<file path="src/rtl/mul_div_unit_pkg.sv">
// Shared types and constants for the RV32M iterative multiply/divide unit.
package mul_div_unit_pkg;

  localparam int unsigned XLEN  = 32;
  localparam int unsigned ACC_W = 2 * XLEN;
  localparam int unsigned CNT_W = 5;
  localparam int unsigned SUM_W = XLEN + 2;

  // M-extension instructions: funct7 = 0000001 on the OP major opcode
  localparam logic [6:0] M_EXT_FUNCT7 = 7'b0000001;
  localparam logic [6:0] OPCODE_OP    = 7'b0110011;

  typedef enum logic [2:0] {
    MDU_MUL    = 3'b000,
    MDU_MULH   = 3'b001,
    MDU_MULHSU = 3'b010,
    MDU_MULHU  = 3'b011,
    MDU_DIV    = 3'b100,
    MDU_DIVU   = 3'b101,
    MDU_REM    = 3'b110,
    MDU_REMU   = 3'b111
  } mdu_op_e;

  typedef enum logic [1:0] {
    MDU_IDLE = 2'b00,
    MDU_CALC = 2'b01,
    MDU_FIX  = 2'b10,
    MDU_DONE = 2'b11
  } mdu_state_e;

  // Request latched when an operation is accepted
  typedef struct packed {
    mdu_op_e op;
    logic    neg_a;
    logic    neg_b;
  } mdu_req_t;

  // Decode helper: instruction belongs to the MDU rather than the ALU
  function automatic logic is_mdu_instr(input logic [6:0] funct7, input logic [6:0] opcode);
    return (funct7 == M_EXT_FUNCT7) && (opcode == OPCODE_OP);
  endfunction

  function automatic logic op_is_div(input mdu_op_e op);
    return op inside {MDU_DIV, MDU_DIVU, MDU_REM, MDU_REMU};
  endfunction

  // rs1 is treated as signed for these ops
  function automatic logic op_signed_a(input mdu_op_e op);
    return op inside {MDU_MUL, MDU_MULH, MDU_MULHSU, MDU_DIV, MDU_REM};
  endfunction

  // rs2 is treated as signed for these ops
  function automatic logic op_signed_b(input mdu_op_e op);
    return op inside {MDU_MUL, MDU_MULH, MDU_DIV, MDU_REM};
  endfunction

endpackage

</file>
<file path="src/rtl/mul_div_unit.sv">
// Iterative RV32M multiply/divide unit: 32-step radix-2 shift-add multiply
// and restoring divide sharing one 64-bit shift register and adder.
// Ports:
//   clk, rst_n        clock, async active-low reset
//   start, flush      request (sampled in IDLE) / synchronous abort
//   func3, rs1, rs2   operation select and operands
//   busy, done        high outside IDLE / one-cycle result-valid pulse
//   result            selected, sign-corrected result; held until next start
module mul_div_unit
  import mul_div_unit_pkg::*;
(
  input  logic            clk,
  input  logic            rst_n,
  input  logic            start,
  input  logic            flush,
  input  logic [2:0]      func3,
  input  logic [XLEN-1:0] rs1,
  input  logic [XLEN-1:0] rs2,
  output logic            busy,
  output logic            done,
  output logic [XLEN-1:0] result
);

  localparam logic [XLEN-1:0] INT_MIN = {1'b1, {(XLEN-1){1'b0}}};

  mdu_state_e       state_q, state_d;
  mdu_req_t         req_q, req_d;
  logic [ACC_W-1:0] acc_q, acc_d;
  logic [XLEN-1:0]  opb_q, opb_d;
  logic [CNT_W-1:0] cnt_q, cnt_d;
  logic             busy_q, busy_d;
  logic             done_q, done_d;
  logic [XLEN-1:0]  result_q, result_d;

  // Request decode on the raw inputs, used only in IDLE
  mdu_op_e         start_op;
  logic            start_div;
  logic            start_neg_a;
  logic            start_neg_b;
  logic            div_by_zero;
  logic            div_ovf;
  logic [XLEN-1:0] abs_a;
  logic [XLEN-1:0] abs_b;

  assign start_op    = mdu_op_e'(func3);
  assign start_div   = op_is_div(start_op);
  assign start_neg_a = op_signed_a(start_op) & rs1[XLEN-1];
  assign start_neg_b = op_signed_b(start_op) & rs2[XLEN-1];
  assign abs_a       = start_neg_a ? -rs1 : rs1;
  assign abs_b       = start_neg_b ? -rs2 : rs2;
  assign div_by_zero = start_div && (rs2 == '0);
  assign div_ovf     = ((start_op == MDU_DIV) || (start_op == MDU_REM)) &&
                       (rs1 == INT_MIN) && (rs2 == '1);

  // Shared adder: add multiplicand to upper half, or trial-subtract divisor
  // from the left-shifted remainder (33 bits wide, carry out = no borrow)
  logic [XLEN:0]  add_a;
  logic [XLEN:0]  add_b;
  logic           add_sub;
  logic [SUM_W-1:0] add_sum;
  logic           add_ok;

  always_comb begin
    add_sub = op_is_div(req_q.op);
    add_a   = add_sub ? acc_q[ACC_W-1:XLEN-1] : {1'b0, acc_q[ACC_W-1:XLEN]};
    add_b   = {1'b0, opb_q};
    add_sum = {1'b0, add_a} + {1'b0, (add_sub ? ~add_b : add_b)} + SUM_W'(add_sub);
    add_ok  = add_sum[SUM_W-1];
  end

  // Sign correction and output selection
  logic [ACC_W-1:0] prod;
  logic [XLEN-1:0]  quo;
  logic [XLEN-1:0]  rem;
  logic [XLEN-1:0]  fix_val;

  always_comb begin
    prod = (req_q.neg_a ^ req_q.neg_b) ? -acc_q : acc_q;
    quo  = (req_q.neg_a ^ req_q.neg_b) ? -acc_q[XLEN-1:0] : acc_q[XLEN-1:0];
    rem  = req_q.neg_a ? -acc_q[ACC_W-1:XLEN] : acc_q[ACC_W-1:XLEN];
    case (req_q.op)
      MDU_MUL:                         fix_val = prod[XLEN-1:0];
      MDU_MULH, MDU_MULHSU, MDU_MULHU: fix_val = prod[ACC_W-1:XLEN];
      MDU_DIV, MDU_DIVU:               fix_val = quo;
      default:                         fix_val = rem;
    endcase
  end

  // Next-state and datapath
  always_comb begin
    state_d  = state_q;
    req_d    = req_q;
    acc_d    = acc_q;
    opb_d    = opb_q;
    cnt_d    = cnt_q;
    result_d = result_q;

    case (state_q)
      MDU_IDLE: begin
        if (start) begin
          req_d.op    = start_op;
          req_d.neg_a = start_neg_a;
          req_d.neg_b = start_neg_b;
          cnt_d       = CNT_W'(XLEN - 1);
          if (div_by_zero) begin
            // remainder field = rs1, quotient field = all ones, no correction
            acc_d       = {rs1, {XLEN{1'b1}}};
            req_d.neg_a = 1'b0;
            req_d.neg_b = 1'b0;
            state_d     = MDU_FIX;
          end else if (div_ovf) begin
            acc_d       = {{XLEN{1'b0}}, INT_MIN};
            req_d.neg_a = 1'b0;
            req_d.neg_b = 1'b0;
            state_d     = MDU_FIX;
          end else if (start_div) begin
            acc_d   = {{XLEN{1'b0}}, abs_a};
            opb_d   = abs_b;
            state_d = MDU_CALC;
          end else begin
            acc_d   = {{XLEN{1'b0}}, abs_b};
            opb_d   = abs_a;
            state_d = MDU_CALC;
          end
        end
      end

      MDU_CALC: begin
        if (op_is_div(req_q.op)) begin
          if (add_ok) acc_d = {add_sum[XLEN-1:0], acc_q[XLEN-2:0], 1'b1};
          else        acc_d = {acc_q[ACC_W-2:0], 1'b0};
        end else begin
          if (acc_q[0]) acc_d = {add_sum[XLEN:0], acc_q[XLEN-1:1]};
          else          acc_d = {1'b0, acc_q[ACC_W-1:1]};
        end
        if (cnt_q == '0) state_d = MDU_FIX;
        else             cnt_d   = cnt_q - 1'b1;
      end

      MDU_FIX: begin
        result_d = fix_val;
        state_d  = MDU_DONE;
      end

      default: state_d = MDU_IDLE;
    endcase

    // Abort wins over everything, including a same-cycle start
    if (flush) begin
      state_d  = MDU_IDLE;
      result_d = result_q;
    end

    busy_d = (state_d != MDU_IDLE);
    done_d = (state_d == MDU_DONE);
  end

  // State and output registers
  always_ff @(posedge clk or negedge rst_n) begin
    if (!rst_n) begin
      state_q  <= MDU_IDLE;
      req_q    <= '{op: MDU_MUL, neg_a: 1'b0, neg_b: 1'b0};
      acc_q    <= '0;
      opb_q    <= '0;
      cnt_q    <= '0;
      busy_q   <= 1'b0;
      done_q   <= 1'b0;
      result_q <= '0;
    end else begin
      state_q  <= state_d;
      req_q    <= req_d;
      acc_q    <= acc_d;
      opb_q    <= opb_d;
      cnt_q    <= cnt_d;
      busy_q   <= busy_d;
      done_q   <= done_d;
      result_q <= result_d;
    end
  end

  assign busy   = busy_q;
  assign done   = done_q;
  assign result = result_q;

endmodule

</file>
<file path="config.mk">
export PLATFORM = sky130hd
export DESIGN_NAME = mul_div_unit
export DESIGN_NICKNAME = d
export VERILOG_FILES = /design/src/rtl/mul_div_unit_pkg.sv /design/src/rtl/mul_div_unit.sv
export SDC_FILE = /design/constraint.sdc
export NUM_CORES = 1
export LEC_CHECK = 0
export ABC_AREA = 1
export ABC_CLOCK_PERIOD_IN_PS = 4250
export CORE_AREA = 4 4 221 223
export DETAILED_ROUTE_END_ITERATION = 16
export DIE_AREA = 0 0 225 227
export GPL_TIMING_DRIVEN = 0
export PLACE_DENSITY = 0.55
export SETUP_SLACK_MARGIN = 0.3
export SLEW_MARGIN = 20
export SYNTH_ARGS = -nofsm -noshare
export SYNTH_HDL_FRONTEND = slang
export SYNTH_SLANG_ARGS = --single-unit
</file>
<file path="constraint.sdc">
create_clock -name clk -period 4.25 [get_ports clk]
set_input_delay 0.6375 -clock clk [delete_from_list [all_inputs] [get_ports clk]]
set_output_delay 0.6375 -clock clk [all_outputs]
set_load 0.005 [all_outputs]
</file>
==> summary.txt, run 1 <==
Outcome
  • Status: finished clean

CTS
  • Root Driver: clkbuf_16
  • Max H-tree Level: 4
  • Clock sink total: 142
  • Post-CTS Hold Buffers: 0
  • Clock Latency Late Sink: 0.47 ns
  • CTS tree: done
  • Clock slew at reported path FFs: ~0.06 ns
  • Cts bufs inserted: 17
  • Largest buffer count on any clock path: 2
  • Post-CTS Repair Setup Buffers: 0

Floorplan
  • Die ar.: 51100 um2
  • Chip Width: 225 um
  • CORE AREA: 46600 um2
  • Starting Density: 0.349
  • Die Ht: 227 um
  • Io pins: 105
  • FP Rows: 79

Route
  • Post-route DRC: 0
  • Routed WL: approximately 90000 um
  • DRT antenna net count: 0
  • Pre-antenna DRT Iters: 6
  • Starting DRC count in detailed routing: roughly 2300
  • Drt via density: 5.69
  • Avg WL per Cell: about 25 um
  • DR vias: between 20000 and 25000

Cells and area
  • Ant diodes: 0
  • Non-Filler Instances: around 3600
  • Most common cell after layout, fill and taps aside: nand2_1
  • Area growth, synth to finish: 15.2%
  • Share of cells above drive strength 1: 0.0496
  • # nets final: between 3000 and 4000
  • Final core utilization: 0.402
  • Most frequent cells in the layout: nand2_1, nor2_1, inv_1, o21ai_0, nand3_1
  • Layout fillers: 5238

Power
  • VDD IR-drop max: around 0.35 mV
  • PD cells: 521 nW/um2
  • Pleak: 8.92 nW
  • Final Total Pwr: 9.75 mW

Timing
  • Worst Clk Skew: 0.0154 ns
  • Minimum clock period: 3.81 ns
  • Setup Total Neg Slack: 0 ns
  • Slew HR: 0.224
  • Slew Viols, Final: 0
  • Peak Freq: roughly 260 MHz
  • Setup slack after layout: between 0.4 and 0.5 ns
  • RSZ-0062 raised after global routing: true
  • Final hold vios: 0
  • # setup viols final: 0
  • Period utilisation layout: 0.896
  • Worst-margin pin slew: 1.16 ns

Critical path
  • CP Launch Type: flip-flop
  • Crit path max fanout: 10
  • CP Capture Type: flip-flop
  • Crit path kind: flip-flop to flip-flop
  • CP Data Required Time: between 4 and 5 ns
  • CP arrival: 4.16 ns

Global route
  • Total global-route track usage: 0.347
  • Global-route wire length before repair: 130000 um
  • Vias in the first global route: 19200
  • Largest net degree at the start of global routing: 90
  • Total congestion overflow: 0
  • Initial antenna violation count: 2

Placement
  • Place WS: -0.714 ns
  • Placed insts: 3538
  • GP Congestion: 1.01
  • Dpl hpwl: around 76000 um
  • PortBufs: 103

Job
  • Max Cap Viol: 0

Synth
  • Synth cell types: 50
  • Cells after Synth: 2827
  • Post-synthesis register bit count: roughly 140
  • Synthesized area per cell: 5.75 um2
  • Synthesized area: ~16000 um2
  • Synthesized net count: around 2900
  • Synth warnings: 0
  • Seq/Total Area, Yosys: 0.219

Hold path
  • Worst min path class: primary input to asynchronous set/reset pin
==> sequential cells by signal, indices dropped and copies added (netlist names) <==
signal / count
acc_q: 64
opb_q: 32
result: 32
cnt_q: 5
req_q: 5
state_q: 2
busy: 1
done: 1
==> what timing repair did <==
action                                  4_1_cts  5_1_grt
pin swaps                                     0        0
gates resized for setup                      13       22
endpoints found under the setup margin       33       37
==> cells in the mapped netlist (all sizes together) <==
library cell | instances | area share
xor2 | 99 | 0.053
and2 | 2 | 0.00077
a31oi | 18 | 0.0069
o22ai | 6 | 0.0038
buf | 48 | 0.017
o21bai | 4 | 0.0018
a21o | 4 | 0.0018
nor2 | 311 | 0.075
nor3 | 36 | 0.013
clkinv | 5 | 0.0012
nand3 | 234 | 0.074
nand3b | 9 | 0.0042
o22a | 1 | 0.00054
o31ai | 3 | 0.0014
o211ai | 29 | 0.013
inv | 255 | 0.059
mux2i | 1 | 0.00062
a21oi | 173 | 0.053
clkbuf | 77 | 0.018
xnor2 | 20 | 0.011
nor4 | 15 | 0.0062
nand2 | 942 | 0.22
a21boi | 2 | 0.00092
nand2b | 1 | 0.00039
o21a | 1 | 0.00046
o21ai | 274 | 0.085
fa | 1 | 0.0012
nand4 | 65 | 0.025
or2 | 9 | 0.0035
a22oi | 2 | 0.00092
dfrtp | 142 | 0.22
ha | 38 | 0.029
==> stage by stage <==
| stage | hold slack [ns] | cell area (um2) |
|---|---|---|
| 2_1_floorplan | 0.342 | 16300 |
| 3_3_place_gp | 0.463 | 18000 |
| 3_5_place_dp | 0.466 | 18100 |
| 4_1_cts | 0.0784 | 18700 |
| 5_1_grt | 0.0916 | 18700 |
| 6_report | 0.0585 | 18700 |
==> critical path, cell delays in order, from the launching register on <==
cell	delay, ns
dfrtp_1	0.32
buf_4	0.20
clkbuf_4	0.28
buf_4	0.27
clkbuf_4	0.28
xor2_1	0.31
ha_1	0.36
nand2_1	0.10
inv_1	0.07
nand4_1	0.14
nand2b_1	0.16
nor2_1	0.06
nor3_1	0.18
nand2_2	0.17
buf_2	0.25
o21ai_0	0.25
nand3_1	0.11
nand3_1	0.11
nand2_1	0.06
==> cell type report <==
type | count | area, um2 | area share
inverter | 260 | 980 | 0.0523
tap | 607 | 759 | 0.0406
clock buffer | 17 | 425 | 0.0227
multi-input combinational | 2300 | 11200 | 0.596
clock inverter | 15 | 171 | 0.00915
buffer | 125 | 607 | 0.0324
sequential | 142 | 3550 | 0.190
timing repair buffer | 104 | 1060 | 0.0568
==> cell families (layout without fill, tap and decap cells) <==
group                    after synthesis  in the layout  synth area share
XOR/XNOR                             119            119            0.0641
AO/OA/AOI/OAI                        517            517             0.170
AND/OR/NAND/NOR                     1624           1624             0.421
adder cells (fa/ha/maj)               39             39            0.0305
buffers and inverters                385            521            0.0954
flip-flops                           142            142             0.219
multiplexers                           1              1          0.000616
==> final timing paths <==
path                       startpoint    endpoint  cells after the start  slack, ns
setup / recovery             req_q[4]   acc_q[33]                     18       0.44
hold / removal                  rst_n  result[20]                      1       0.06
setup reg to reg             req_q[4]   acc_q[33]                     18       0.44
hold reg to reg            result[17]  result[17]                      2       0.48
max in group asynchronous       rst_n   opb_q[22]                      2       3.35
min in group clk           result[17]  result[17]                      2       0.48
==> where the power goes <==
group          internal (mW)  switching [mW]  leakage [nW]  total (mW)
Combinational           1.74            4.33          6.88        6.06
Clock                  0.883           0.713         0.291        1.60
Sequential              1.63           0.467          1.75        2.09
Total                   4.24            5.51          8.92        9.75
==> routing by layer <==
metal  global-route usage  up-vias  share of wire
met1                0.471     9645           0.44
li1                     -     9513              -
met5                    0        -              0
met2                0.539      968           0.43
met3               0.0620      198          0.073
met4                0.160        0          0.052
Note: power is estimated with default switching activity, not from simulation.
==> run 2, diff against run 1 <==
Settings changed: CORE_AREA 4 4 221 223 to 4 4 207 209, DIE_AREA 0 0 225 227 to 0 0 211 213, PLACE_DENSITY 0.55 to 0.61.
==> summary.txt, run 2 (synthesis gave the netlist of run 1 again) <==
Critical path
  • CP Capture Type: flip-flop
  • Crit path kind: flip-flop to flip-flop
  • Slowest-stage cell, CP: ha_1
  • CP arrival: 4.17 ns (about the same)
  • CP Data Required Time: 4.60 ns (about the same)
  • Slowest Stage Delay on Critical Path: 0.39 ns (+0.03 ns)
  • Crit-path cells: buf_4, buf_4, buf_4, buf_4, o21ai_0, ha_1, a21oi_1, o21ai_1, a21oi_2, nor2_1, nor3_1, nand2_2, inv_2, buf_6, nand2_1, nand2_1, nand3_1, nand2_1, nand2_1
  • CP Launch Type: flip-flop
  • Crit path max fanout: 10 (unchanged)

Timing
  • Slew Viols, Final: 0 (unchanged)
  • Slew HR: 0.290 (+0.0659)
  • Minimum clock period: 3.82 ns (+0.00979 ns)
  • Worst-margin pin slew: 1.06 ns (-0.0985 ns)
  • Final hold vios: 0 (unchanged)
  • Final hold slack: 0.0831 ns (+0.0246 ns)
  • # setup viols final: 0 (unchanged)
  • Worst Clk Skew: 0.0117 ns (-0.00373 ns)
  • Period utilisation layout: 0.898 (+0.00230)
  • Peak Freq: 262 MHz (-0.26%)
  • RSZ-0062 raised after global routing: false

CTS
  • Max H-tree Level: 4 (unchanged)
  • Root Driver: clkbuf_16
  • Clock sink total: 142 (unchanged)
  • Clock slew at reported path FFs: 0.06 ns (about the same)
  • Post-CTS Hold Buffers: 0 (unchanged)
  • Largest buffer count on any clock path: 2 (unchanged)
  • Clock Latency Late Sink: 0.47 ns (about the same)
  • CTS tree: done
  • Cts bufs inserted: 17 (unchanged)

Route
  • Pre-antenna DRT Iters: 8 (+2)
  • Starting DRC count in detailed routing: 2540 (+12%)
  • Avg WL per Cell: 23.3 um (-7.6%)
  • Post-route DRC: 0 (unchanged)
  • DRT antenna net count: 0 (unchanged)
  • DR vias: 20500 (+0.92%)
  • Routed WL: 81600 um (-9.4%)
  • Drt via density: 5.86 (+3.0%)

Outcome
  • Status: finished clean

Cells and area
  • Multi-input gate area: 11200 um2 (unchanged)
  • # nets final: 3062 (+0.065%)
  • Reg area: 3550 um2 (unchanged)
  • Biggest register: acc_q
  • Largest register FFs: 64 (unchanged)
  • Most common cell after layout, fill and taps aside: nand2_1
  • Area growth, synth to finish: 14.7%
  • Most frequent cells in the layout: nand2_1, nor2_1, inv_1, o21ai_0, nand3_1
  • Layout fillers: 4483 (-14%)
  • Share of cells above drive strength 1: 0.0503 (+0.000641)

Global route
  • Total global-route track usage: 0.356 (+0.00915)
  • Initial antenna violation count: 2 (unchanged)
  • Largest net degree at the start of global routing: 88 (-2.2%)
  • Total congestion overflow: 0 (unchanged)
  • Vias in the first global route: 18900 (-1.8%)
  • Global-route wire length before repair: 119000 um (-7.9%)

Power
  • PD cells: 513 nW/um2 (-1.4%)
  • Combinational power share: 0.619 (-0.003)
  • Sequential Power Share: 0.217 (+0.002)
  • P_int: 4.26 mW (+0.43%)
  • Switching Power: 5.31 mW (-3.6%)
  • VDD IR-drop max: 0.318 mV (-10%)
  • Pleak: 8.93 nW (about the same)
  • Clock power share: 0.164 (about the same)
  • Sw frac: 0.555 (-0.0100)
  • Final Total Pwr: 9.57 mW (-1.8%)

Placement
  • PortBufs: 103 (unchanged)
  • Dpl hpwl: 68000 um (-10%)
  • GP Congestion: 1.12 (+11%)

Floorplan
  • Die ar.: 44900 um2 (-12%)
  • Chip Width: 211 um (-6.2%)
  • Die Ht: 213 um (-6.2%)
  • CORE AREA: 40800 um2 (-12%)
  • Starting Density: 0.398 (+0.0489)
  • FP Rows: 74 (-6.3%)
  • Io pins: 105 (unchanged)

Job
  • Max Cap Viol: 0 (unchanged)

Hold path
  • Worst min path class: primary input to asynchronous set/reset pin
## run 2: changes by cell type in the layout (fill, tap and decap cells not counted), moves of 2 or more
| cell | change |
|---|---|
| buf_4 | +4 |
| o21ai_0 | +3 |
| o21ai_1 | -3 |
| a21oi_1 | -2 |
| a21oi_2 | +2 |
| buf_6 | -2 |
| clkinv_4 | +2 |
| diode_2 | +2 |
| inv_8 | -2 |
## run 2: final timing paths
check	slack (ns)	startpoint	to	cells past startpoint
setup / recovery	0.43	req_q[4]	acc_q[63]	19
hold / removal	0.08	rst_n	result[18]	1
setup reg to reg	0.43	req_q[4]	acc_q[63]	19
hold reg to reg	0.48	result[13]	result[13]	2
max in group asynchronous	3.31	rst_n	opb_q[24]	2
min in group clk	0.48	result[13]	result[13]	2
## run 2: what timing repair did
action,4_1_cts,5_1_grt
hold endpoints to repair,0,0
pin swaps,0,1
buffers inserted,0,2
endpoints found under the setup margin,33,34
gates resized for setup,9,24
## run 2: power groups by stage
| stage | clock network, mW | registers (mW) | logic, mW |
|---|---|---|---|
| 3_3_place_gp | 0 | 2.07 | 5.66 |
| 2_1_floorplan | 0 | 1.88 | 3.78 |
| 3_5_place_dp | 0 | 2.07 | 5.69 |
| 6_report | 1.57 | 2.08 | 5.93 |
| 5_1_grt | 1.65 | 2.09 | 6.46 |
| 4_1_cts | 1.59 | 2.05 | 5.72 |
## run 2: worst max-delay path, delay by kind of cell, from the launching register on
kind | cells | cell delay, ns
AOI/OAI and AO/OA | 4 | 0.79
adders and majority gates | 1 | 0.39
buffers and inverters | 6 | 1.29
DFF | 1 | 0.33
and+or+nand+nor | 8 | 0.87
## run 2: per-stage QoR
step	TNS (ns)	setup WS (ns)	instances	utilization	area, um2
floorplan	0	1.12	2827	-	16300
global placement	-485.10	-3.36	3462	0.440	18000
detailed placement	-12.96	-0.529	3463	0.440	18000
CTS	0	0.256	3495	0.455	18600
global route	0	0.302	3497	0.457	18600
finish	0	0.433	3499	0.457	18600
## run 2: cell type report
cell class | instances | area share
sequential | 142 | 0.191
timing repair buffer | 106 | 0.0578
antenna | 2 | 0.000268
tap | 532 | 0.0357
buffer | 125 | 0.0323
clock buffer | 19 | 0.0238
clock inverter | 13 | 0.00819
inverter | 260 | 0.0525
multi-input combinational | 2300 | 0.599
## run 2: metal layers
metal,vias to the layer above,global-route usage,part of all wire
li1,9514,-,-
met1,9592,0.481,0.42
met2,1175,0.539,0.42
met3,230,0.0717,0.098
met4,0,0.185,0.061
met5,-,0,0
